==> src/rtl/wb_arbiter.sv <==
// Writeback arbiter: merges ALU results and FIFO-buffered load results into the single register file write port.
// Optional WB_BYPASS_EN: a load arriving at an idle, empty unit skips the FIFO and writes with latency 1.
//
// state  | meaning
// NORMAL | ALU has priority; the FIFO head pops whenever the ALU is idle
// DRAIN  | one-cycle forced pop after the FIFO lost STARVE_MAX cycles in a row
module wb_arbiter #(
  parameter int XLEN       = 32,
  parameter int DEPTH      = 4,
  parameter int STARVE_MAX = 3
) (
  input  logic                     clk,
  input  logic                     rst,
  input  logic                     alu_valid,
  output logic                     alu_ready,
  input  logic [4:0]               alu_rd,
  input  logic [XLEN-1:0]          alu_data,
  input  logic                     ld_valid,
  output logic                     ld_ready,
  input  logic [4:0]               ld_rd,
  input  logic [XLEN-1:0]          ld_data,
  output logic                     RegWr,
  output logic [4:0]               write_reg,
  output logic [XLEN-1:0]          write_data,
  output logic [$clog2(DEPTH):0]   q_count
);

  localparam int AW = $clog2(DEPTH);
  localparam int SW = $clog2(STARVE_MAX + 1);
  localparam logic [AW:0]   FULL_CNT    = DEPTH[AW:0];
  localparam logic [SW-1:0] STARVE_LAST = SW'(STARVE_MAX - 1);
`ifdef WB_BYPASS_EN
  localparam bit BYPASS_EN = 1'b1;
`else
  localparam bit BYPASS_EN = 1'b0;
`endif

  typedef enum logic {NORMAL, DRAIN} state_t;

  state_t            state, state_next;
  logic [4:0]        rd_mem   [DEPTH];
  logic [XLEN-1:0]   data_mem [DEPTH];
  logic [AW-1:0]     wr_ptr, rd_ptr;
  logic [SW-1:0]     starve, starve_next;
  logic              empty, full, push, pop, bypass, sel_valid;
  logic [4:0]        sel_rd;
  logic [XLEN-1:0]   sel_data;

  assign empty     = (q_count == '0);
  assign full      = (q_count == FULL_CNT);
  assign ld_ready  = !full;
  assign alu_ready = (state == NORMAL);

  always_comb begin
    state_next  = state;
    starve_next = starve;
    pop         = 1'b0;
    bypass      = 1'b0;
    sel_valid   = 1'b0;
    sel_rd      = alu_rd;
    sel_data    = alu_data;
    case (state)
      NORMAL: begin
        if (alu_valid) begin
          sel_valid = 1'b1;
          if (empty) begin
            starve_next = '0;
          end else begin
            starve_next = starve + 1'b1;
            // Switch on the edge where the counter reaches STARVE_MAX.
            if (starve == STARVE_LAST) state_next = DRAIN;
          end
        end else if (!empty) begin
          pop         = 1'b1;
          sel_valid   = 1'b1;
          sel_rd      = rd_mem[rd_ptr];
          sel_data    = data_mem[rd_ptr];
          starve_next = '0;
        end else begin
          starve_next = '0;
          if (BYPASS_EN && ld_valid) begin
            bypass    = 1'b1;
            sel_valid = 1'b1;
            sel_rd    = ld_rd;
            sel_data  = ld_data;
          end
        end
      end
      DRAIN: begin
        pop         = !empty;
        sel_valid   = !empty;
        sel_rd      = rd_mem[rd_ptr];
        sel_data    = data_mem[rd_ptr];
        starve_next = '0;
        state_next  = NORMAL;
      end
      default: state_next = NORMAL;
    endcase
    push = ld_valid && !full && !bypass;
  end

  always_ff @(posedge clk or posedge rst) begin
    if (rst) begin
      state      <= NORMAL;
      starve     <= '0;
      wr_ptr     <= '0;
      rd_ptr     <= '0;
      q_count    <= '0;
      RegWr      <= 1'b0;
      write_reg  <= '0;
      write_data <= '0;
    end else begin
      state  <= state_next;
      starve <= starve_next;
      if (push) wr_ptr <= wr_ptr + 1'b1;
      if (pop)  rd_ptr <= rd_ptr + 1'b1;
      case ({push, pop})
        2'b10:   q_count <= q_count + 1'b1;
        2'b01:   q_count <= q_count - 1'b1;
        default: q_count <= q_count;
      endcase
      // x0 writes complete the handshake but never assert the write enable.
      RegWr <= sel_valid && (sel_rd != 5'd0);
      if (sel_valid) begin
        write_reg  <= sel_rd;
        write_data <= sel_data;
      end
    end
  end

  always_ff @(posedge clk) begin
    if (push) begin
      rd_mem[wr_ptr]   <= ld_rd;
      data_mem[wr_ptr] <= ld_data;
    end
  end

endmodule

==> config.mk <==
export PLATFORM = sky130hd
export DESIGN_NAME = wb_arbiter
export DESIGN_NICKNAME = d
export VERILOG_FILES = /design/src/rtl/wb_arbiter.sv
export SDC_FILE = /design/constraint.sdc
export NUM_CORES = 1
export LEC_CHECK = 0
export ABC_AREA = 1
export CAP_MARGIN = 5
export CORE_MARGIN = 2
export CORE_UTILIZATION = 58
export CTS_CLUSTER_SIZE = 16
export DETAILED_ROUTE_END_ITERATION = 6
export PLACE_DENSITY = 0.83
export SYNTH_ARGS = -nofsm -noshare
export SYNTH_HDL_FRONTEND = slang
export SYNTH_SLANG_ARGS = --single-unit
==> constraint.sdc <==
create_clock -name clk -period 4.49 [get_ports clk]
set_input_delay 0.898 -clock clk [delete_from_list [all_inputs] [get_ports clk]]
set_output_delay 0.898 -clock clk [all_outputs]
set_load 0.05 [all_outputs]
==> results.py <==
metrics = {
    "run_status": {
        "outcome": "finished clean",
    },
    "power": {
        "power_mw": 7.07,
        "seq_power_share": 0.377,
        "ir_drop_uv": 507,
        "power-per-cell-area_nw_per_um2": 725,
        "p_leak_nw": 3.55,
        "combPwrFrac": 0.402,
        "power.switching_mw": 2.79,
        "internal-power_mw": 4.28,
        "switching_share": 0.395,
        "clockPowerShare": 0.221,
    },
    "clocking": {
        "cts-resized-gates": 0,
        "post_cts_buffers": 0,
        "cts_buffer_depth": 2,
        "clock_sinks": 196,
        "root_buffer": "clkbuf_16",
        "insertion_delay_ns": 0.44,
        "cts_tree": "yes",
        "htree_levels": 4,
        "cts_hold_buf": 0,
        "cts_buffers": 17,
        "clk_pin_slew_ns": 0.07,
    },
    "route": {
        "viasPerCell": 5.74,
        "routed_wl_um": 17600,
        "postRouteAntennaNets": 0,
        "drt_iter0_markers": 680,
        "num_vias": 5383,
        "wl_per_cell_um": 18.7,
        "dr.pass1.iters": 5,
        "drc": 0,
    },
    "placement": {
        "dp_cells": 906,
        "port_buffers": 120,
        "dp_hpwl_um": 10600,
        "place.gp.congestion": 0.765,
    },
    "sta": {
        "rsz0062_at_grt": "no",
        "fin_crit_ns": 2.85,
        "fmax_mhz": 351,
        "tns_ns": 0,
        "hold_viol_final": 0,
        "slew_viol_final": 0,
        "finClkSkew_ns": 0.0102,
        "max_slew_margin": 0.225,
        "min_period_over_period": 0.635,
        "finalSetupViolations": 0,
        "max_slew.worst_pin.slew_ns": 1.16,
    },
    "floorplan": {
        "die_x_um": 120,
        "core_sq_um": 13200,
        "die_h_um": 120,
        "dieArea_sq_um": 14500,
        "initial_utilization": 0.592,
        "fp-row-count": 42,
        "ios": 121,
    },
    "logic_synthesis": {
        "yosys-top-cells-area": "edfxtp_1 57%, dfrtp_1 15%, o21ai_0 5.2%, nor2_1 4.5%, nand2_1 4.3%",
        "synthTopCellsByCount": "148 x edfxtp_1, 93 x nor2_1, 89 x nand2_1",
        "synthFlopType": "edfxtp_1",
        "synth_most_common_cell": "edfxtp_1",
        "syn_nets": 723,
        "syn_area_per_cell_sq_um": 12.3,
        "netlist.area_leader.share": 0.567,
        "synth_area_sq_um": 7840,
        "async_flop_share": 0.245,
        "ys_ff_latch": 196,
        "synth-seq-area-share": 0.720,
        "synth_edf_count": 148,
        "yosysUniqueCellTypes": 31,
        "netlist_instances": 638,
        "yosysTopAreaCell": "edfxtp_1",
        "ys_warn_count": 0,
    },
    "final_layout": {
        "final_core_util": 0.736,
        "seq_area_sq_um": 5650,
        "final_layout_size_suffix_gt1_frac": 0.0696,
        "multi_input_area_sq_um": 1910,
        "largest_register_ff_count": 128,
        "fillers": 831,
        "top_register": "data_mem",
        "area_growth_pct": 24.4,
        "nNetsFinal": 834,
        "stdcell_count": 938,
        "reg_top3": "data_mem x128, write_data x32, rd_mem x20",
        "n_antenna_cell": 0,
    },
    "critical_path": {
        "critPathArrivalTime_ns": 3.17,
        "start_kind": "primary input",
        "crit_required_ns": 4.81,
        "path_max_fanout": 40,
        "path_class": "primary input to flop",
        "crit_path_end_kind": "flop",
    },
    "global_route": {
        "antenna_found_initial": 0,
        "gr-total-overflow": 0,
        "grt_pass1_vias": 5311,
        "grt_max_degree": 77,
        "gr-usage-all-layers": 0.253,
        "grt_pass1_wl_um": 27100,
    },
    "flow_run": {
        "max_cap_viol_count": 0,
    },
    "hold_path": {
        "min_path_type": "flop to flop",
    },
}
[cell families after synthesis]
logic type / Yosys count / share of synthesized area
compound gates: 167 / 0.116
simple gates: 203 / 0.108
fa+ha+maj: 7 / 0.0121
buf+inv: 61 / 0.0396
flops: 196 / 0.720
xor+xnor: 4 / 0.00447
[placed cells by master (no fill, tap or decap)]
| master | netlist | layout |
|---|---|---|
| nand3_1 | 13 | 13 |
| a22oi_1 | 5 | 5 |
| clkbuf_1 | 11 | 3 |
| a21oi_1 | 15 | 15 |
| clkinv_1 | 1 | 3 |
| inv_1 | 19 | 18 |
| ha_1 | 6 | 6 |
| o21ai_0 | 81 | 81 |
| or2_1 | 1 | 1 |
| dfrtp_1 | 48 | 47 |
| a31oi_1 | 2 | 2 |
| nor2_1 | 93 | 89 |
| nand2_8 | 1 | 1 |
| clkinv_4 | 0 | 1 |
| clkinvlp_4 | 0 | 1 |
| nor2_4 | 0 | 4 |
| dfrtp_2 | 0 | 1 |
| nor2_8 | 1 | 1 |
| clkdlybuf4s50_1 | 0 | 120 |
| edfxtp_1 | 148 | 148 |
| xor2_1 | 3 | 3 |
| o21ai_1 | 26 | 26 |
| clkbuf_16 | 0 | 17 |
| o21bai_1 | 5 | 5 |
| clkbuf_8 | 0 | 1 |
| nand2_4 | 4 | 4 |
| o211ai_1 | 1 | 1 |
| clkinv_2 | 0 | 3 |
| nand2_1 | 89 | 89 |
| inv_6 | 1 | 1 |
| buf_4 | 7 | 8 |
| fa_1 | 1 | 1 |
| nor2_2 | 1 | 1 |
| inv_2 | 3 | 4 |
| o22ai_1 | 32 | 32 |
| bufinv_16 | 0 | 4 |
| inv_4 | 1 | 1 |
| xnor2_1 | 1 | 1 |
[power by group through the flow]
stage	combinational (mW)	sequential [mW]	clock (mW)
after floorplan	1.30	3.33	0
after global placement	2.73	2.67	0
after detailed placement	2.82	2.69	0
after CTS	2.83	2.66	1.57
after global routing	3.06	2.71	1.64
final	2.84	2.66	1.57
[routing by layer]
| layer | vias to the layer above | global-route usage | routed length [um] |
|---|---|---|---|
| li1 | 2477 | - | - |
| met1 | 2563 | 0.313 | 6700 |
| met2 | 299 | 0.423 | 8940 |
| met3 | 44 | 0.0774 | 1480 |
| met4 | 0 | 0.0923 | 436 |
| met5 | - | 0 | 0 |
[stage by stage]
step	hold slack, ns	worst slack [ns]	instance area (sq um)
5_1_grt	0.462	1.54	9750
4_1_cts	0.436	1.66	9750
2_1_floorplan	0.403	0.987	7840
6_report	0.430	1.64	9750
3_5_place_dp	0.428	1.31	9140
3_3_place_gp	0.413	1.45	9140
[area by class of cell]
class                           instances  share of cell area
Clock buffer                           21              0.0462
Clock inverter                         11              0.0163
Inverter                               25              0.0104
Multi-Input combinational cell        381               0.196
Sequential cell                       196               0.579
Tap cell                              176              0.0226
Timing Repair Buffer                  128               0.129
[critical path, cell delays in order]
cell             delay [ns]
clkdlybuf4s50_1        0.44
nand2_4                0.37
inv_6                  0.10
nor2_8                 0.52
inv_4                  0.29
o21ai_0                0.23
o21bai_1               0.21
nand2_1                0.08
[worst paths after layout]
kind	slack [ns]	startpoint	cells past startpoint	to
worst max register to register	2.09	q_count[0]$_DFFE_PP0P_	9	q_count[2]$_DFFE_PP0P_
min in group asynchronous	1.05	rst	2	write_reg[4]$_DFFE_PP0P_
worst min register to register	0.43	starve[0]$_DFF_PP0_	1	starve[0]$_DFF_PP0_
worst max-delay path	1.64	alu_valid	8	write_data[19]$_DFFE_PP0P_
worst min-delay path	0.43	starve[0]$_DFF_PP0_	1	starve[0]$_DFF_PP0_
max in group asynchronous	2.72	rst	2	rd_ptr[0]$_DFFE_PP0P_
(Power assumes the default switching activity.)
